### config.mk
export PLATFORM = sky130hd
export DESIGN_NAME = nand2_rr_sched_flat
export DESIGN_NICKNAME = d
export VERILOG_FILES = /design/src/rtl/nand2_rr_sched_pkg.sv /design/src/rtl/nand2_rr_sched_if.sv /design/src/rtl/nand2.sv /design/src/rtl/nand2_rr_sched_rr_arbiter.sv /design/src/rtl/nand2_rr_sched.sv /design/src/flat_wrapper.sv
export SDC_FILE = /design/constraint.sdc
export NUM_CORES = 1
export LEC_CHECK = 0
export ABC_CLOCK_PERIOD_IN_PS = 6650
export BUFFER_PORTS_ARGS = -buffer_cell sky130_fd_sc_hd__buf_2
export CORE_UTILIZATION = 30
export DETAILED_ROUTE_END_ITERATION = 6
export HOLD_SLACK_MARGIN = 0.05
export SLEW_MARGIN = 20
export SYNTH_ARGS = -nofsm -noshare
export SYNTH_HDL_FRONTEND = slang
export SYNTH_SLANG_ARGS = --single-unit
### constraint.sdc
create_clock -name clk -period 6.65 [get_ports clk]
set_clock_uncertainty 0.15 [all_clocks]
set_input_delay 1.33 -clock clk [delete_from_list [all_inputs] [get_ports clk]]
set_output_delay 1.33 -clock clk [all_outputs]
set_load 0.03 [all_outputs]
### src/rtl/nand2_rr_sched_pkg.sv
`default_nettype none
// ---------------------------------------------------------------------------
// nand2_sched_pkg : shared types and constants for the nand2 RR scheduler
// Rev 1.0
// ---------------------------------------------------------------------------
package nand2_sched_pkg;

  typedef enum logic [1:0] {
    IDLE  = 2'd0,
    ISSUE = 2'd1,
    RESP  = 2'd2
  } state_e;

  localparam int OP_COUNT_W = 16;

endpackage
`default_nettype wire

### src/rtl/nand2_rr_sched_if.sv
`default_nettype none
// ---------------------------------------------------------------------------
// nand2_rr_sched_if : requester/response bus of the nand2 RR scheduler
// Rev 1.0
// ---------------------------------------------------------------------------
interface nand2_rr_sched_if #(
  parameter int NUM_REQ = 4,
  parameter int IDX_W   = $clog2(NUM_REQ)
);
  import nand2_sched_pkg::*;

  logic [NUM_REQ-1:0]    req_valid;
  logic [NUM_REQ-1:0]    req_a;
  logic [NUM_REQ-1:0]    req_b;
  logic [NUM_REQ-1:0]    req_ready;
  logic [NUM_REQ-1:0]    rsp_valid;
  logic [NUM_REQ-1:0]    rsp_ready;
  logic                  rsp_c;
  logic                  busy;
  logic [IDX_W-1:0]      grant_idx;
  logic [OP_COUNT_W-1:0] op_count;
  // Preload of the completion counter, only honoured while no op completes
  logic                  cnt_load;
  logic [OP_COUNT_W-1:0] cnt_load_val;

  modport master (
    output req_valid, req_a, req_b, rsp_ready, cnt_load, cnt_load_val,
    input  req_ready, rsp_valid, rsp_c, busy, grant_idx, op_count
  );

  modport slave (
    input  req_valid, req_a, req_b, rsp_ready, cnt_load, cnt_load_val,
    output req_ready, rsp_valid, rsp_c, busy, grant_idx, op_count
  );
endinterface
`default_nettype wire

### src/rtl/nand2.sv
`default_nettype none
// ---------------------------------------------------------------------------
// nand2 : registered two-input NAND gate, active-high synchronous reset
// Rev 1.0
// ---------------------------------------------------------------------------
module nand2 (
  input  wire logic clk,
  input  wire logic rst,
  input  wire logic a,
  input  wire logic b,
  output logic      c
);
  logic c_q;

  always_ff @(posedge clk) begin
    if (rst) c_q <= 1'b0;
    else     c_q <= ~(a & b);
  end

  assign c = c_q;
endmodule
`default_nettype wire

### src/rtl/nand2_rr_sched_rr_arbiter.sv
`default_nettype none
// ---------------------------------------------------------------------------
// rr_arbiter : combinational round-robin pick starting after last_i
// Rev 1.0
// ---------------------------------------------------------------------------
module rr_arbiter #(
  parameter int NUM_REQ = 4,
  parameter int IDX_W   = $clog2(NUM_REQ)
) (
  input  wire logic [NUM_REQ-1:0] req_i,
  input  wire logic [IDX_W-1:0]   last_i,
  output logic      [NUM_REQ-1:0] gnt_o,
  output logic      [IDX_W-1:0]   idx_o
);
  logic [IDX_W:0] pos;
  logic           found;

  // One extra bit on pos covers last_i + NUM_REQ before the wrap subtraction
  always_comb begin
    gnt_o = '0;
    idx_o = '0;
    found = 1'b0;
    pos   = '0;
    for (int i = 1; i <= NUM_REQ; i++) begin
      pos = {1'b0, last_i} + (IDX_W+1)'(i);
      if (pos >= (IDX_W+1)'(NUM_REQ)) pos = pos - (IDX_W+1)'(NUM_REQ);
      if (!found && req_i[pos[IDX_W-1:0]]) begin
        found = 1'b1;
        gnt_o = NUM_REQ'(1) << pos[IDX_W-1:0];
        idx_o = pos[IDX_W-1:0];
      end
    end
  end
endmodule
`default_nettype wire

### src/rtl/nand2_rr_sched.sv
`default_nettype none
// ---------------------------------------------------------------------------
// nand2_rr_sched : round-robin time-sharing of one registered nand2 gate
// Rev 1.0
// ---------------------------------------------------------------------------
module nand2_rr_sched
  import nand2_sched_pkg::*;
#(
  parameter int NUM_REQ = 4,
  parameter int IDX_W   = $clog2(NUM_REQ)
) (
  input  wire logic         clk,
  input  wire logic         rst,
  nand2_rr_sched_if.slave   bus
);
  state_e                state_q, state_d;
  logic [IDX_W-1:0]      last_q, owner_q;
  logic                  op_a_q, op_b_q;
  logic [OP_COUNT_W-1:0] op_count_q;
  logic [NUM_REQ-1:0]    arb_gnt;
  logic [IDX_W-1:0]      arb_idx;
  logic                  nand_c;
  logic                  accept, complete;

  rr_arbiter #(.NUM_REQ(NUM_REQ), .IDX_W(IDX_W)) u_arb (
    .req_i  (bus.req_valid),
    .last_i (last_q),
    .gnt_o  (arb_gnt),
    .idx_o  (arb_idx)
  );

  // Operand registers stay put through RESP, so the gate output is stable
  nand2 u_nand2 (
    .clk (clk),
    .rst (~rst),
    .a   (op_a_q),
    .b   (op_b_q),
    .c   (nand_c)
  );

  always_comb begin
    state_d       = state_q;
    accept        = 1'b0;
    complete      = 1'b0;
    bus.req_ready = '0;
    bus.rsp_valid = '0;
    bus.rsp_c     = 1'b0;
    bus.busy      = 1'b0;
    bus.grant_idx = '0;
    if (rst) begin
      case (state_q)
        IDLE: begin
          bus.req_ready = arb_gnt;
          if (|bus.req_valid) begin
            accept  = 1'b1;
            state_d = ISSUE;
          end
        end
        ISSUE: begin
          bus.busy      = 1'b1;
          bus.grant_idx = owner_q;
          state_d       = RESP;
        end
        RESP: begin
          bus.busy      = 1'b1;
          bus.grant_idx = owner_q;
          bus.rsp_valid = NUM_REQ'(1) << owner_q;
          bus.rsp_c     = nand_c;
          if (bus.rsp_ready[owner_q]) begin
            complete = 1'b1;
            state_d  = IDLE;
          end
        end
        default: state_d = IDLE;
      endcase
    end
  end

  always_ff @(posedge clk) begin
    if (!rst) begin
      state_q    <= IDLE;
      last_q     <= IDX_W'(NUM_REQ - 1);
      owner_q    <= '0;
      op_a_q     <= 1'b0;
      op_b_q     <= 1'b0;
      op_count_q <= '0;
    end else begin
      state_q <= state_d;
      if (accept) begin
        op_a_q  <= bus.req_a[arb_idx];
        op_b_q  <= bus.req_b[arb_idx];
        owner_q <= arb_idx;
        last_q  <= arb_idx;
      end
      if (complete)          op_count_q <= op_count_q + OP_COUNT_W'(1);
      else if (bus.cnt_load) op_count_q <= bus.cnt_load_val;
    end
  end

  assign bus.op_count = op_count_q;
endmodule
`default_nettype wire

### src/flat_wrapper.sv
// flat-port wrapper written by rule: the top's interface ports become plain ports
module nand2_rr_sched_flat import nand2_sched_pkg::*;
#(
  parameter int NUM_REQ = 4,
  parameter int IDX_W   = $clog2(NUM_REQ)
)
  (clk, rst, bus_req_valid, bus_req_a, bus_req_b, bus_rsp_ready, bus_cnt_load, bus_cnt_load_val, bus_req_ready, bus_rsp_valid, bus_rsp_c, bus_busy, bus_grant_idx, bus_op_count);
  nand2_rr_sched_if #(.NUM_REQ(NUM_REQ), .IDX_W(IDX_W)) bus_i ();
  input  wire logic clk;
  input  wire logic rst;
  input wire logic [$bits(bus_i.req_valid)-1:0] bus_req_valid;
  input wire logic [$bits(bus_i.req_a)-1:0] bus_req_a;
  input wire logic [$bits(bus_i.req_b)-1:0] bus_req_b;
  input wire logic [$bits(bus_i.rsp_ready)-1:0] bus_rsp_ready;
  input wire logic [$bits(bus_i.cnt_load)-1:0] bus_cnt_load;
  input wire logic [$bits(bus_i.cnt_load_val)-1:0] bus_cnt_load_val;
  output wire logic [$bits(bus_i.req_ready)-1:0] bus_req_ready;
  output wire logic [$bits(bus_i.rsp_valid)-1:0] bus_rsp_valid;
  output wire logic [$bits(bus_i.rsp_c)-1:0] bus_rsp_c;
  output wire logic [$bits(bus_i.busy)-1:0] bus_busy;
  output wire logic [$bits(bus_i.grant_idx)-1:0] bus_grant_idx;
  output wire logic [$bits(bus_i.op_count)-1:0] bus_op_count;
  assign bus_i.req_valid = bus_req_valid;
  assign bus_i.req_a = bus_req_a;
  assign bus_i.req_b = bus_req_b;
  assign bus_i.rsp_ready = bus_rsp_ready;
  assign bus_i.cnt_load = bus_cnt_load;
  assign bus_i.cnt_load_val = bus_cnt_load_val;
  assign bus_req_ready = bus_i.req_ready;
  assign bus_rsp_valid = bus_i.rsp_valid;
  assign bus_rsp_c = bus_i.rsp_c;
  assign bus_busy = bus_i.busy;
  assign bus_grant_idx = bus_i.grant_idx;
  assign bus_op_count = bus_i.op_count;
  nand2_rr_sched #(.NUM_REQ(NUM_REQ), .IDX_W(IDX_W)) u_core (.clk(clk), .rst(rst), .bus(bus_i));
endmodule
## After elaboration in Yosys (flattened, before gate mapping)

Cells that the tools add are included.

- Add/subtract/negate cells: 9
- $lt $le $gt $ge: 10
- Equality and inequality tests: 4
- Shift-type cells: 5
- Muxes and demuxes: 50
- Bitwise operators: 2
- Reductions and logical operators: 11

Operator list:

| operator | count |
|---|---|
| 16-bit two-way mux | 2 |
| 4-bit two-way mux | 8 |
| 2-bit two-way mux | 12 |
| 1-bit two-way mux | 20 |
| 1-bit by 2-bit left shift with 4-bit output (first input constant) | 5 |
| 2-bit by 3-bit less-than comparator with 1-bit output (second input constant) | 6 |
| 16-bit by 1-bit adder with 16-bit output (second input constant) | 1 |
| 1-bit binary-select mux with 2-bit select | 7 |
| 3-bit greater-or-equal comparator (second input constant) | 4 |
| 2-bit by 1-bit subtractor with 2-bit output (second input constant) | 4 |
| 2-bit by 2-bit adder with 3-bit output (second input constant) | 2 |
| 2-bit one-hot mux with 3 select lines | 1 |
| 2-bit by 1-bit inequality test with 1-bit output (second input constant) | 2 |
| 4-bit OR reduction | 1 |
| 2-bit by 1-bit adder with 3-bit output (second input constant) | 1 |
| 2-bit by 3-bit adder with 3-bit output (second input constant) | 1 |
| 1-bit logical AND | 3 |
| 1-bit zero test | 3 |
| 2-bit by 1-bit equality test with 1-bit output (second input constant) | 1 |
| 2-bit equality test (second input constant) | 1 |
| 2-bit zero test | 1 |
| 2-bit AND reduction | 1 |
| 2-bit nonzero test | 1 |
| 2-bit OR reduction | 1 |
| 2 further kinds | 2 |

- Register bits after elaboration: 25
- Input port bits: 35
- Output and inout bits: 28
- Word-level logic and storage cells: 98

## Logic depth before layout (Yosys ltp)

Gate-level depths: netlist (run 1).

- Word-level depth: 17
- Mapped depth: 11
- Mapped depth without buffers: 8

## Modules after synthesis

From an unflattened synthesis (run 1), not the netlist that was laid out.

- Cell total of the unflattened synthesis: 249
- Area total of the unflattened synthesis: 2095.8 um2

Modules (own cells, without submodules):

| module | instances | cells each | area an instance (um2) | seq. area each (um2) |
|---|---|---|---|---|
| nand2_rr_sched | 1 | 190 | 1580.3 | 480.5 |
| rr_arbiter | 1 | 57 | 486.7 | 0.0 |
| nand2 | 1 | 2 | 28.8 | 20.0 |

## Worst setup path before layout (run 1)

OpenSTA, ideal clock, no wires.

- Path type: input port to output port
- Start point: input bus_req_valid[3]
- End point: output bus_req_ready[0]
- Data arrival time: 2.880 ns
- Data required time: 5.170 ns
- Slack: 2.290 ns
- Stages: 6
- Path buffers: 1
- Cell sequence: buf_2 > or3b_1 > a2111o_1 > nand2_2 > a221oi_1 > nor2_1

- Word-level cells in the longest chain between the ends: 14
- Elaborated cells on any way between the ends: 23
- Those cells by class: mux: 17; reduce/logical: 6

Ends and longest elaborated chain:

| what | line | text |
|---|---|---|
| from (decl) | flat_wrapper.sv:11 | `input wire logic [$bits(bus_i.req_valid)-1:0] bus_req_valid;` |
| 1-bit binary-select mux with 2-bit select | nand2_rr_sched_rr_arbiter.sv:27 | `if (!found && req_i[pos[IDX_W-1:0]]) begin` |
| 1-bit two-way mux (implied by the code) | nand2_rr_sched_rr_arbiter.sv:27 |  |
| 1-bit two-way mux | nand2_rr_sched_rr_arbiter.sv:27 |  |
| 1-bit zero test | nand2_rr_sched_rr_arbiter.sv:27 |  |
| 1-bit logical AND | nand2_rr_sched_rr_arbiter.sv:27 |  |
| 1-bit two-way mux | nand2_rr_sched_rr_arbiter.sv:27 |  |
| 1-bit zero test | nand2_rr_sched_rr_arbiter.sv:27 |  |
| 1-bit logical AND | nand2_rr_sched_rr_arbiter.sv:27 |  |
| 1-bit two-way mux | nand2_rr_sched_rr_arbiter.sv:27 |  |
| 1-bit zero test | nand2_rr_sched_rr_arbiter.sv:27 |  |
| 1-bit logical AND | nand2_rr_sched_rr_arbiter.sv:27 |  |
| 4-bit two-way mux (*) | nand2_rr_sched_rr_arbiter.sv:27 |  |
| 4-bit two-way mux (*) | nand2_rr_sched.sv:51 | `case (state_q)` |
| 4-bit two-way mux (*) | nand2_rr_sched.sv:50 | `if (rst) begin` |
| to (decl) | flat_wrapper.sv:17 | `output wire logic [$bits(bus_i.req_ready)-1:0] bus_req_ready;` |

Mark *: on every way between the ends. The rest lies on a longest branch, timed or not. The select of a mux whose other input is x is not followed.

## Final worst setup path (run 1)

- Start point: register u_core.last_q[0]
- End point: output bus_req_ready[3]

- Word-level cells in the longest chain between the ends: 17
- Elaborated cells on any way between the ends: 43
- Those cells by class: add/sub: 8; order compare: 4; shift: 4; mux: 21; reduce/logical: 6

Ends and longest elaborated chain:

| what | line | text |
|---|---|---|
| from (decl) | nand2_rr_sched.sv:17 | `logic [IDX_W-1:0] last_q, owner_q;` |
| from (signal assigned) | nand2_rr_sched.sv:82 | `last_q <= IDX_W'(NUM_REQ - 1);` |
| from (signal assigned) | nand2_rr_sched.sv:93 | `last_q <= arb_idx;` |
| 2-bit by 1-bit adder with 3-bit output | nand2_rr_sched_rr_arbiter.sv:25 | `pos = {1'b0, last_i} + (IDX_W+1)'(i);` |
| 3-bit greater-or-equal comparator / 2-bit by 1-bit subtractor with 2-bit output (equally long branches) | nand2_rr_sched_rr_arbiter.sv:26 | `if (pos >= (IDX_W+1)'(NUM_REQ)) pos = pos - (IDX_W+1)'(NUM_REQ);` |
| 2-bit two-way mux | nand2_rr_sched_rr_arbiter.sv:26 |  |
| 1-bit binary-select mux with 2-bit select | nand2_rr_sched_rr_arbiter.sv:27 |  |
| 1-bit two-way mux (implied by the code) | nand2_rr_sched_rr_arbiter.sv:27 |  |
| 1-bit two-way mux | nand2_rr_sched_rr_arbiter.sv:27 |  |
| 1-bit zero test | nand2_rr_sched_rr_arbiter.sv:27 |  |
| 1-bit logical AND | nand2_rr_sched_rr_arbiter.sv:27 |  |
| 1-bit two-way mux | nand2_rr_sched_rr_arbiter.sv:27 |  |
| 1-bit zero test | nand2_rr_sched_rr_arbiter.sv:27 |  |
| 1-bit logical AND | nand2_rr_sched_rr_arbiter.sv:27 |  |
| 1-bit two-way mux | nand2_rr_sched_rr_arbiter.sv:27 |  |
| 1-bit zero test | nand2_rr_sched_rr_arbiter.sv:27 |  |
| 1-bit logical AND | nand2_rr_sched_rr_arbiter.sv:27 |  |
| 4-bit two-way mux (*) | nand2_rr_sched_rr_arbiter.sv:27 |  |
| 4-bit two-way mux (*) | nand2_rr_sched.sv:51 |  |
| 4-bit two-way mux (*) | nand2_rr_sched.sv:50 |  |

Marked as above.

==> implementation parameters, run 1 <==
Parameter                              Value

Yosys
  Post-synth EDFFs ... 0
  Post-synthesis instance total ... 236
  Number of warnings printed during yosys synthesis ... 0
  Combined area of all synthesized cells ... ~0.002 mm²
  Unique cell type count in the Yosys netlist ... 60
  Leading post-synthesis cells by cell area ... sky130_fd_sc_hd__dfxtp_1, sky130_fd_sc_hd__ha_1, sky130_fd_sc_hd__nor2_1
  Seq cells post-synth ... 25
  Net count of the mapped netlist ... ~280
  Area share of the largest cell type after synthesis ... around a quarter
  Syn avg cell area ... around 8.3 µm²
  Portion of the post-synthesis area used by sequential elements ... about a quarter
  Fraction of registers with async set or reset after synthesis ... 0%
  Most used flip-flop cell after synthesis ... sky130_fd_sc_hd__dfxtp_1
  Leading area contributor after synthesis ... sky130_fd_sc_hd__dfxtp_1

Final layout
  Nets ... around 340
  Antenna cells ... 0
  Synth-to-layout area growth ... 19.34%
  Final-layout fill cell count ... around 680
  Util after Layout ... between 30 and 40%
  Leading cell type in the layout, fill and taps excluded ... sky130_fd_sc_hd__buf_2
  Area taken by flip-flops and latches ... 500.5 µm²
  Commonest cells after routing, fill and taps aside ... sky130_fd_sc_hd__buf_2, sky130_fd_sc_hd__nor2_1, sky130_fd_sc_hd__dfxtp_1, sky130_fd_sc_hd__nand2_1
  Fraction of final layout cells with drive strength greater than 1 ... between 20 and 30%
  Area used by multi-input combinational logic ... ~0.0013 mm²

Clock tree
  Latest clock arrival within the worst-skew pair ... between 200 and 300 ps
  Hold-fix buffers, CTS ... 0
  CTS H-Tree Depth ... 1
  Post-CTS clock slew at the launch and capture registers of the worst setup and hold paths ... about 90 ps
  Clock buffer depth ... 2
  Total clock buffers created by CTS ... 3
  # resized after CTS ... 0
  CTS sink count ... 25
  Library cell used as clock root buffer ... sky130_fd_sc_hd__clkbuf_8
  TritonCTS clock tree ... done
  Post-CTS Setup Repair Bufs ... 0

Worst setup path
  Type of the worst setup path ... flip-flop to primary output
  Sort of element at the end of the critical path ... primary output
  Top fanout value on the critical path ... 20
  Delay of the slowest critical-path stage ... between 700 and 800 ps
  Data arrival time at the worst-slack endpoint ... 3280 ps
  Cell with the largest stage delay on the worst path ... sky130_fd_sc_hd__dfxtp_1
  Buffers plus inverters on the worst setup path ... 2
  Required @ worst endpoint ... roughly 5200 ps
  Delay-heaviest family, CP ... flip-flops
  Kind of start point of the critical path ... flip-flop
  Critical Path, Cell by Cell ... inv_1 > ha_1 > mux4_2 > nor2b_2 > a22oi_1 > nor2_1 > a221oi_1 > nor2_1 > buf_2
  Most frequent CP cell ... sky130_fd_sc_hd__nor2_1

STA
  Ratio of final minimum period to clock period ... approximately 72%
  Min setup slack post-route ... around 1900 ps
  Period minus WS final ... about 4800 ps
  Worst-margin pin slew ... between 800 and 900 ps
  Final number of hold-violating endpoints ... 0
  Final Max Slew Viols ... 0
  Accumulated negative setup slack ... 0 ps
  Max-Slew Margin vs Limit ... 44.65%
  Highest attainable clock frequency ... ~210 MHz
  RSZ-0062 raised after global routing ... no
  Final setup fails ... 0

Placement
  Routability congestion estimate from global placement ... approximately 0.86
  Quantity of I/O buffers inserted on ports ... 62
  Total half-perimeter wirelength after legalization and detailed placement ... between 3000 and 4000 µm
  Worst setup slack after placement ... 2196 ps

Route
  Post-DRT Antenna Nets ... 0
  Wirelength per Cell ... roughly 14 µm
  Vias per cell ... 5.357
  Residual DRC ... 0
  Via count ... 1950
  Routed Wire Length ... between 4000 and 5000 µm
  First DRT Iteration DRCs ... between 80 and 90
  Number of iterations in the first detailed-routing pass ... 5

Die
  Die X-Extent ... 82.84 µm
  Area enclosed by the die boundary ... 0.006862 mm²
  Initial Util ... between 30% and 40%
  Core box area ... between 0.006 and 0.007 mm²
  I/O pin total ... 63
  Y dimension of the die ... between 80 and 90 µm
  Placement row count ... 29

Power
  Total power ... 0.6298 mW
  Power density of the placed cells ... about 270 mW/mm²
  Peak supply drop ... approximately 0.00011 V
  Leak ... approximately 1.0 nW

Global routing
  Global route overflow ... 0
  Maximum number of pins on one net before global-route repair ... 25
  Global-route wire length before repair ... between 7000 and 8000 µm
  Tot GR Track Use ... about 14%
  Number of global-route vias before repair ... between 1500 and 2000
  Antenna violations before repair ... 0

Status
  Run status ... finished clean

Flow run
  Number of maximum-capacitance violations ... 0

Worst hold path
  Hold Crit Class ... flip-flop to flip-flop
## logic make-up after synthesis
family,after synthesis,share of synthesized area (%)
and+or+nand+nor,90,24.38
AOI/OAI and AO/OA,66,24.89
buffers and inverters,25,5.807
DFF,25,25.53
muxes,17,11.30
adders and majority gates,12,7.658
xor gates and xnor gates,1,0.4468
## area by class of cell
cell class	instances	share of cell area [%]
clock buffers	3	1.765
clock inverters	1	0.3209
inverters	10	1.604
multi-input cells	186	57.54
flip-flops and latches	25	21.39
well taps	77	4.118
repair buffers	62	13.26
## worst paths after layout
path                    start               end  slack (ps)  cells after the start
max          u_core.last_q[0]  bus_req_ready[3]        1890                      9
min             u_core.op_b_q  u_core.u_nand2.c         290                      1
max reg2reg  u_core.last_q[0]     u_core.op_a_q        3160                      8
min reg2reg     u_core.op_b_q  u_core.u_nand2.c         290                      1
## per-stage QoR
step           std cells  cell area (µm²)  hold WS [ps]
2_1_floorplan        236             1961         257.6
3_3_place_gp         360             2291         272.6
3_5_place_dp         360             2291         274.2
4_1_cts              364             2340         290.2
5_1_grt              364             2340         299.0
6_report             364             2340         288.9
## report_power, final
group	leakage (nW)	total, mW	internal (mW)	switching, mW
Sequential	0.207	0.210	0.172	0.0385
Clock	0.0217	0.0896	0.0424	0.0473
Combinational	0.812	0.330	0.148	0.181
Total	1.04	0.630	0.362	0.267
## registers in the layout, indices dropped and copies added, names as in the netlist
register             cells
u_core.u_nand2.c         1
u_core.state_q           2
u_core.owner_q           2
u_core.bus.op_count     16
u_core.last_q            2
u_core.op_b_q            1
u_core.op_a_q            1
## worst reg2reg max path, stage by stage, from the launching register on
cell and delay [ps]:
sky130_fd_sc_hd__dfxtp_1 790, sky130_fd_sc_hd__inv_1 250, sky130_fd_sc_hd__ha_1 510, sky130_fd_sc_hd__mux4_2 560, sky130_fd_sc_hd__nor2b_2 210, sky130_fd_sc_hd__o21a_1 140
sky130_fd_sc_hd__o32ai_4 390, sky130_fd_sc_hd__mux2_4 340, sky130_fd_sc_hd__o21ai_2 100
## Yosys cell counts (3+ instances only)
master                      n
sky130_fd_sc_hd__o21ai_0    8
sky130_fd_sc_hd__a21oi_1   12
sky130_fd_sc_hd__nor2b_1    3
sky130_fd_sc_hd__ha_1      12
sky130_fd_sc_hd__mux2i_1    9
sky130_fd_sc_hd__buf_2      7
sky130_fd_sc_hd__nor2_1    26
sky130_fd_sc_hd__clkbuf_1   6
sky130_fd_sc_hd__nor3b_1    4
sky130_fd_sc_hd__a22oi_1    4
sky130_fd_sc_hd__o21ai_1    5
sky130_fd_sc_hd__a211oi_1   3
sky130_fd_sc_hd__nor3_1    10
sky130_fd_sc_hd__nand3_1    6
sky130_fd_sc_hd__dfxtp_1   25
sky130_fd_sc_hd__mux4_2     3
sky130_fd_sc_hd__nand2_1   15
sky130_fd_sc_hd__and3_1     8
sky130_fd_sc_hd__a221oi_1   8
sky130_fd_sc_hd__inv_1      8
## routing by layer
metal  up-vias  wire length (µm)  GRT usage [%]
li1        994                 -              -
met1       909              2291          18.15
met2        43              2431          23.92
met3         4               155          2.187
met4         0                52          2.508
met5         -                 0              0
Note: power is estimated with default switching activity, not from simulation.
==> inputs of run 2 (changes only) <==
Settings changed: ABC_CLOCK_PERIOD_IN_PS 6650 to 4900.
Clock period 6.65 ns to 4.9 ns, I/O delays scaled along.
==> run 2 against run 1 <==
  * Combinational power grew 40%
  * Wire length is essentially flat
  * Utilization grew 0.079 points
  * Cell count grew 0.27%
  * Die area is the same
  * Sequential share of layout area is essentially flat
==> implementation parameters, run 2 (synthesized netlist as in run 1, its figures left out) <==
Parameter                              Value

Status
  Run status ... finished clean

Placement
  Quantity of I/O buffers inserted on ports ... 62
  Routability congestion estimate from global placement ... approximately 0.83
  # placed instances ... 361
  Total half-perimeter wirelength after legalization and detailed placement ... around 3700 µm
  Worst setup slack after placement ... just over 1000 ps

Route
  Post-DRT Antenna Nets ... 0
  Vias per cell ... 5.345
  Residual DRC ... 0
  First DRT Iteration DRCs ... roughly 150
  Via count ... 1951
  Routed Wire Length ... just under 5000 µm
  Number of iterations in the first detailed-routing pass ... 4
  Wirelength per Cell ... roughly 14 µm

Power
  Power density of the placed cells ... 365.0 mW/mm²
  Proportion of total power due to net switching ... 42.23%
  Power dissipated by switching net loads ... 0.3614 mW
  Leak ... between 1 and 1.5 nW
  Part of the power in the clock network ... roughly 14%
  Internal power consumption ... 0.4944 mW
  Comb power frac ... a little over half
  Sequential Power Share ... around a third
  Peak supply drop ... between 0.0001 and 0.00015 V

Clock tree
  CTS H-Tree Depth ... 1
  Post-CTS Setup Repair Bufs ... 0
  Clock buffer depth ... 2
  Hold-fix buffers, CTS ... 0
  Post-CTS clock slew at the launch and capture registers of the worst setup and hold paths ... 90 ps
  Latest clock arrival within the worst-skew pair ... 270 ps
  Library cell used as clock root buffer ... sky130_fd_sc_hd__clkbuf_8
  CTS sink count ... 25
  Total clock buffers created by CTS ... 3
  # resized after CTS ... 0
  TritonCTS clock tree ... done

Worst setup path
  Top fanout value on the critical path ... 15
  Kind of start point of the critical path ... flip-flop
  Data arrival time at the worst-slack endpoint ... 3080 ps
  Sort of element at the end of the critical path ... primary output
  Type of the worst setup path ... flip-flop to primary output
  Required @ worst endpoint ... roughly 3800 ps

Flow run
  Number of maximum-capacitance violations ... 0

STA
  RSZ-0062 raised after global routing ... no
  Worst-margin pin slew ... approximately 890 ps
  Final setup fails ... 0
  Period minus WS final ... 4211 ps
  Min setup slack post-route ... 689.5 ps
  Highest attainable clock frequency ... around 240 MHz
  Final number of hold-violating endpoints ... 0
  Final Max Slew Viols ... 0
  Ratio of final minimum period to clock period ... between 80 and 90%
  Max-Slew Margin vs Limit ... just over 40%
  Accumulated negative setup slack ... 0 ps

Die
  Y dimension of the die ... a little over 80 µm
  Initial Util ... a little under a third
  Area enclosed by the die boundary ... a little under 0.007 mm²
  Core box area ... ~0.0063 mm²
  I/O pin total ... 63
  Die X-Extent ... around 83 µm
  Placement row count ... 29

Final layout
  Fraction of final layout cells with drive strength greater than 1 ... between 20 and 30%
  Final-layout fill cell count ... a little under 700
  Max FFs per register ... 16
  Nets ... roughly 340
  Count of placed standard cells in the final layout, fillers left out ... around 370
  Leading cell type in the layout, fill and taps excluded ... sky130_fd_sc_hd__buf_2
  Synth-to-layout area growth ... 19.59%
  Antenna cells ... 0
  Commonest cells after routing, fill and taps aside ... sky130_fd_sc_hd__buf_2, sky130_fd_sc_hd__nor2_1, sky130_fd_sc_hd__dfxtp_1, sky130_fd_sc_hd__nand2_1

Global routing
  Maximum number of pins on one net before global-route repair ... 25
  Tot GR Track Use ... roughly 14%
  Global route overflow ... 0
  Number of global-route vias before repair ... between 1500 and 2000
  Global-route wire length before repair ... approximately 8000 µm
  Antenna violations before repair ... 0

Worst hold path
  Hold Crit Class ... flip-flop to flip-flop
## run 2: cell count changes in the layout (fill, tap and decap cells not counted), sizes merged
| cell | change |
|---|---|
| buf | +1 |
| clkinv | +1 |
| clkinvlp | -1 |
## run 2: cell type report
class | instances | area [µm²] | area share, %
multi-input combinational | 186 | 1346 | 57.42
sequential | 25 | 500.5 | 21.34
timing repair buffer | 63 | 317.8 | 13.55
tap | 77 | 96.34 | 4.109
clock buffer | 3 | 41.29 | 1.761
inverter | 10 | 37.54 | 1.601
clock inverter | 1 | 5.005 | 0.2134
## run 2: path summary, 6_finish.rpt
path                     from               end  slack [ps]  depth (start not counted)
min             u_core.op_b_q  u_core.u_nand2.c         290                          1
max          u_core.last_q[1]  bus_req_ready[3]         690                          9
max reg2reg  u_core.last_q[1]     u_core.op_a_q        1610                          8
min reg2reg     u_core.op_b_q  u_core.u_nand2.c         290                          1
## run 2: power by group through the flow
stage	Combinational [mW]	Clock, mW	Sequential (mW)
2_1_floorplan	0.368	0	0.280
3_3_place_gp	0.460	0	0.274
3_5_place_dp	0.462	0	0.274
4_1_cts	0.463	0.128	0.270
5_1_grt	0.512	0.136	0.275
6_report	0.462	0.124	0.270
## run 2: through the flow
step / power (mW) / hold slack (ps) / area (µm²) / util, %
after CTS: 0.8611 / 283.4 / 2345 / 37.14
final: 0.8557 / 285.6 / 2345 / 37.14
after global placement: 0.7341 / 267.6 / 2298 / 36.41
after global routing: 0.9231 / 304.7 / 2345 / 37.14
after floorplan: 0.6481 / 257.6 / 1961 / -
after detailed placement: 0.7364 / 268.1 / 2298 / 36.41
## run 2: critical path, stage by stage, from the launching register on
cell and delay (ps):
sky130_fd_sc_hd__dfxtp_1 680, sky130_fd_sc_hd__inv_1 210, sky130_fd_sc_hd__ha_1 480, sky130_fd_sc_hd__mux4_2 550, sky130_fd_sc_hd__nor2b_2 210, sky130_fd_sc_hd__a22oi_1 140, sky130_fd_sc_hd__nor2_1 70, sky130_fd_sc_hd__a221oi_1 230
sky130_fd_sc_hd__nor2_1 60, sky130_fd_sc_hd__buf_2 170
## run 2: routing by layer
layer  global-route usage (%)  routed length [µm]
met3                    1.988                 197
met1                    19.13                2302
met4                    2.351                  29
met2                    23.62                2405
met5                        0                   0
==> inputs of run 3 (changes only) <==
Settings changed: BUFFER_PORTS_ARGS -buffer_cell sky130_fd_sc_hd__buf_2 to unset, CELL_PAD_IN_SITES_DETAIL_PLACEMENT set to 2, CELL_PAD_IN_SITES_GLOBAL_PLACEMENT set to 2, DONT_BUFFER_PORTS set to 1, HOLD_SLACK_MARGIN 0.05 to unset, PLACE_DENSITY_LB_ADDON set to 0.1.
==> run 3 against run 2 <==
  * Global-route usage increased by 3.4 points
  * Cell count down 17%
  * First-iteration DRC count shrank 67%
  * Sequential power grew 8.1%
  * Utilization decreased by 4.9 points
  * Setup slack got worse by 55 ps
  * Total power shrank 1.4%
  * Largest power group unchanged
==> implementation parameters, run 3 (synthesized netlist as in run 1, its figures left out) <==
Parameter                              Value

Worst hold path
  Origin of the worst min-delay path ... u_core.op_a_q
  Cell depth of the worst hold path ... 1
  Hold path endpoint ... u_core.u_nand2.c
  Hold Crit Class ... flip-flop to flip-flop

Power
  Total power ... roughly 0.84 mW
  Power density of the placed cells ... 414.7 mW/mm²
  Peak supply drop ... 0.0001920 V
  Leak ... around 0.77 nW

STA
  Max-Slew Margin vs Limit ... around a third
  Final setup fails ... 0
  Hold_ws ... between 200 and 300 ps
  Worst-margin pin slew ... about 970 ps
  Period minus WS final ... around 4300 ps
  Final Max Slew Viols ... 0
  Min setup slack post-route ... between 600 and 700 ps
  Ratio of final minimum period to clock period ... 87.04%
  Highest attainable clock frequency ... 234.5 MHz
  RSZ-0062 raised after global routing ... no
  Final number of hold-violating endpoints ... 0
  Accumulated negative setup slack ... 0 ps

Clock tree
  Post-CTS clock slew at the launch and capture registers of the worst setup and hold paths ... 100 ps
  Hold-fix buffers, CTS ... 0
  Latest clock arrival within the worst-skew pair ... approximately 270 ps
  # resized after CTS ... 0
  Post-CTS Setup Repair Bufs ... 0
  Clock buffer depth ... 2
  TritonCTS clock tree ... done
  Total clock buffers created by CTS ... 3
  CTS H-Tree Depth ... 1
  CTS sink count ... 25
  Library cell used as clock root buffer ... sky130_fd_sc_hd__clkbuf_8

Placement
  Worst setup slack after placement ... 919.8 ps
  Routability congestion estimate from global placement ... between 0.7 and 0.8
  Quantity of I/O buffers inserted on ports ... 0
  Total half-perimeter wirelength after legalization and detailed placement ... about 4500 µm
  # placed instances ... 299

Worst setup path
  Required @ worst endpoint ... between 3000 and 4000 ps
  Type of the worst setup path ... flip-flop to primary output
  Data arrival time at the worst-slack endpoint ... roughly 3100 ps
  Cell depth of the worst flop-to-flop path ... 8
  Critical R2R Launch ... u_core.last_q[1]
  Kind of start point of the critical path ... flip-flop
  Sort of element at the end of the critical path ... primary output
  Register-to-Register Setup Slack ... approximately 1500 ps
  Top fanout value on the critical path ... 15
  Endpoint of the worst register-to-register path ... u_core.op_a_q

Global routing
  GR Util met1 ... around a quarter
  Most crowded layer after global routing ... met2
  Number of global-route vias before repair ... 1881
  Global-route wire length before repair ... approximately 9900 µm
  Tot GR Track Use ... 17.36%
  Antenna violations before repair ... 0
  Maximum number of pins on one net before global-route repair ... 25
  Global route overflow ... 0
  Global-route track usage on met3 ... between 4 and 5%
  Met2 track demand over resource in global routing ... 28.24%

Die
  Area enclosed by the die boundary ... between 0.006 and 0.007 mm²
  Core box area ... between 0.006 and 0.007 mm²
  I/O pin total ... 63
  Placement row count ... 29
  Initial Util ... 31.05%
  Die X-Extent ... 82.84 µm
  Y dimension of the die ... around 83 µm

Final layout
  Count of placed standard cells in the final layout, fillers left out ... between 300 and 400
  Antenna cells ... 0
  Leading cell type in the layout, fill and taps excluded ... sky130_fd_sc_hd__nor2_1
  Max FFs per register ... 16
  Fraction of final layout cells with drive strength greater than 1 ... around 9.7%
  Nets ... 274
  Synth-to-layout area growth ... 3.765%
  Commonest cells after routing, fill and taps aside ... sky130_fd_sc_hd__nor2_1, sky130_fd_sc_hd__dfxtp_1, sky130_fd_sc_hd__nand2_1, sky130_fd_sc_hd__a21oi_1, sky130_fd_sc_hd__ha_1

Route
  Number of iterations in the first detailed-routing pass ... 4
  Post-DRT Antenna Nets ... 0
  Via count ... around 1800
  Wirelength per Cell ... slightly below 20 µm
  Vias per cell ... 5.917
  Routed Wire Length ... roughly 5900 µm
  Residual DRC ... 0
  First DRT Iteration DRCs ... 49

Flow run
  Number of maximum-capacitance violations ... 0

Status
  Run status ... finished clean
==> run 3: cell count changes in the layout (fill, tap and decap cells not counted), sizes merged <==
cell and change:
buf -62
==> run 3: worst max-delay path by stage <==
stage / start / end / slack (ps) / cells after the start
6_report: u_core.last_q[1] / bus_req_ready[1] / 630 / 8
5_1_grt: u_core.last_q[1] / bus_req_ready[3] / 410 / 8
4_1_cts: u_core.last_q[1] / bus_req_ready[0] / 620 / 8
3_5_place_dp: u_core.last_q[1] / bus_req_ready[0] / 920 / 8
3_3_place_gp: u_core.last_q[1] / bus_req_ready[0] / 1120 / 8
2_1_floorplan: bus_req_valid[3] / bus_req_ready[0] / 1240 / 6
==> run 3: layout make-up <==
class / instances / area, µm²
clock buffer: 3 / 41.29
clock inverter: 1 / 5.005
fill: 732 / 4279
inverter: 10 / 37.54
multi-input combinational: 186 / 1346
sequential: 25 / 500.5
tap: 77 / 96.34
timing repair buffer: 1 / 7.507
==> run 3: report_power, final <==
| group | internal (mW) | switching, mW |
|---|---|---|
| combinational | 0.184 | 0.240 |
| sequential | 0.233 | 0.0586 |
| clock | 0.0570 | 0.0703 |
| total | 0.474 | 0.369 |
==> run 3: critical path, cell delays in order (launching register included) <==
cell                       delay [ps]
sky130_fd_sc_hd__dfxtp_1          680
sky130_fd_sc_hd__inv_1            230
sky130_fd_sc_hd__ha_1             510
sky130_fd_sc_hd__mux4_2           550
sky130_fd_sc_hd__nor2b_2          220
sky130_fd_sc_hd__a22oi_1          160
sky130_fd_sc_hd__nor2_1            70
sky130_fd_sc_hd__a221oi_1         240
sky130_fd_sc_hd__nor2_1           200
==> run 3: layer usage <==
layer	vias up	routed length [µm]
met5	-	0
met4	0	24
met3	2	258
met2	44	2701
met1	878	2908
li1	869	-
==> run 3: metrics by stage <==
stage,area [µm²],util (%)
global placement,1988,31.49
CTS,2034,32.22
global route,2034,32.22
floorplan,1961,-
finish,2034,32.22
detailed placement,1988,31.49
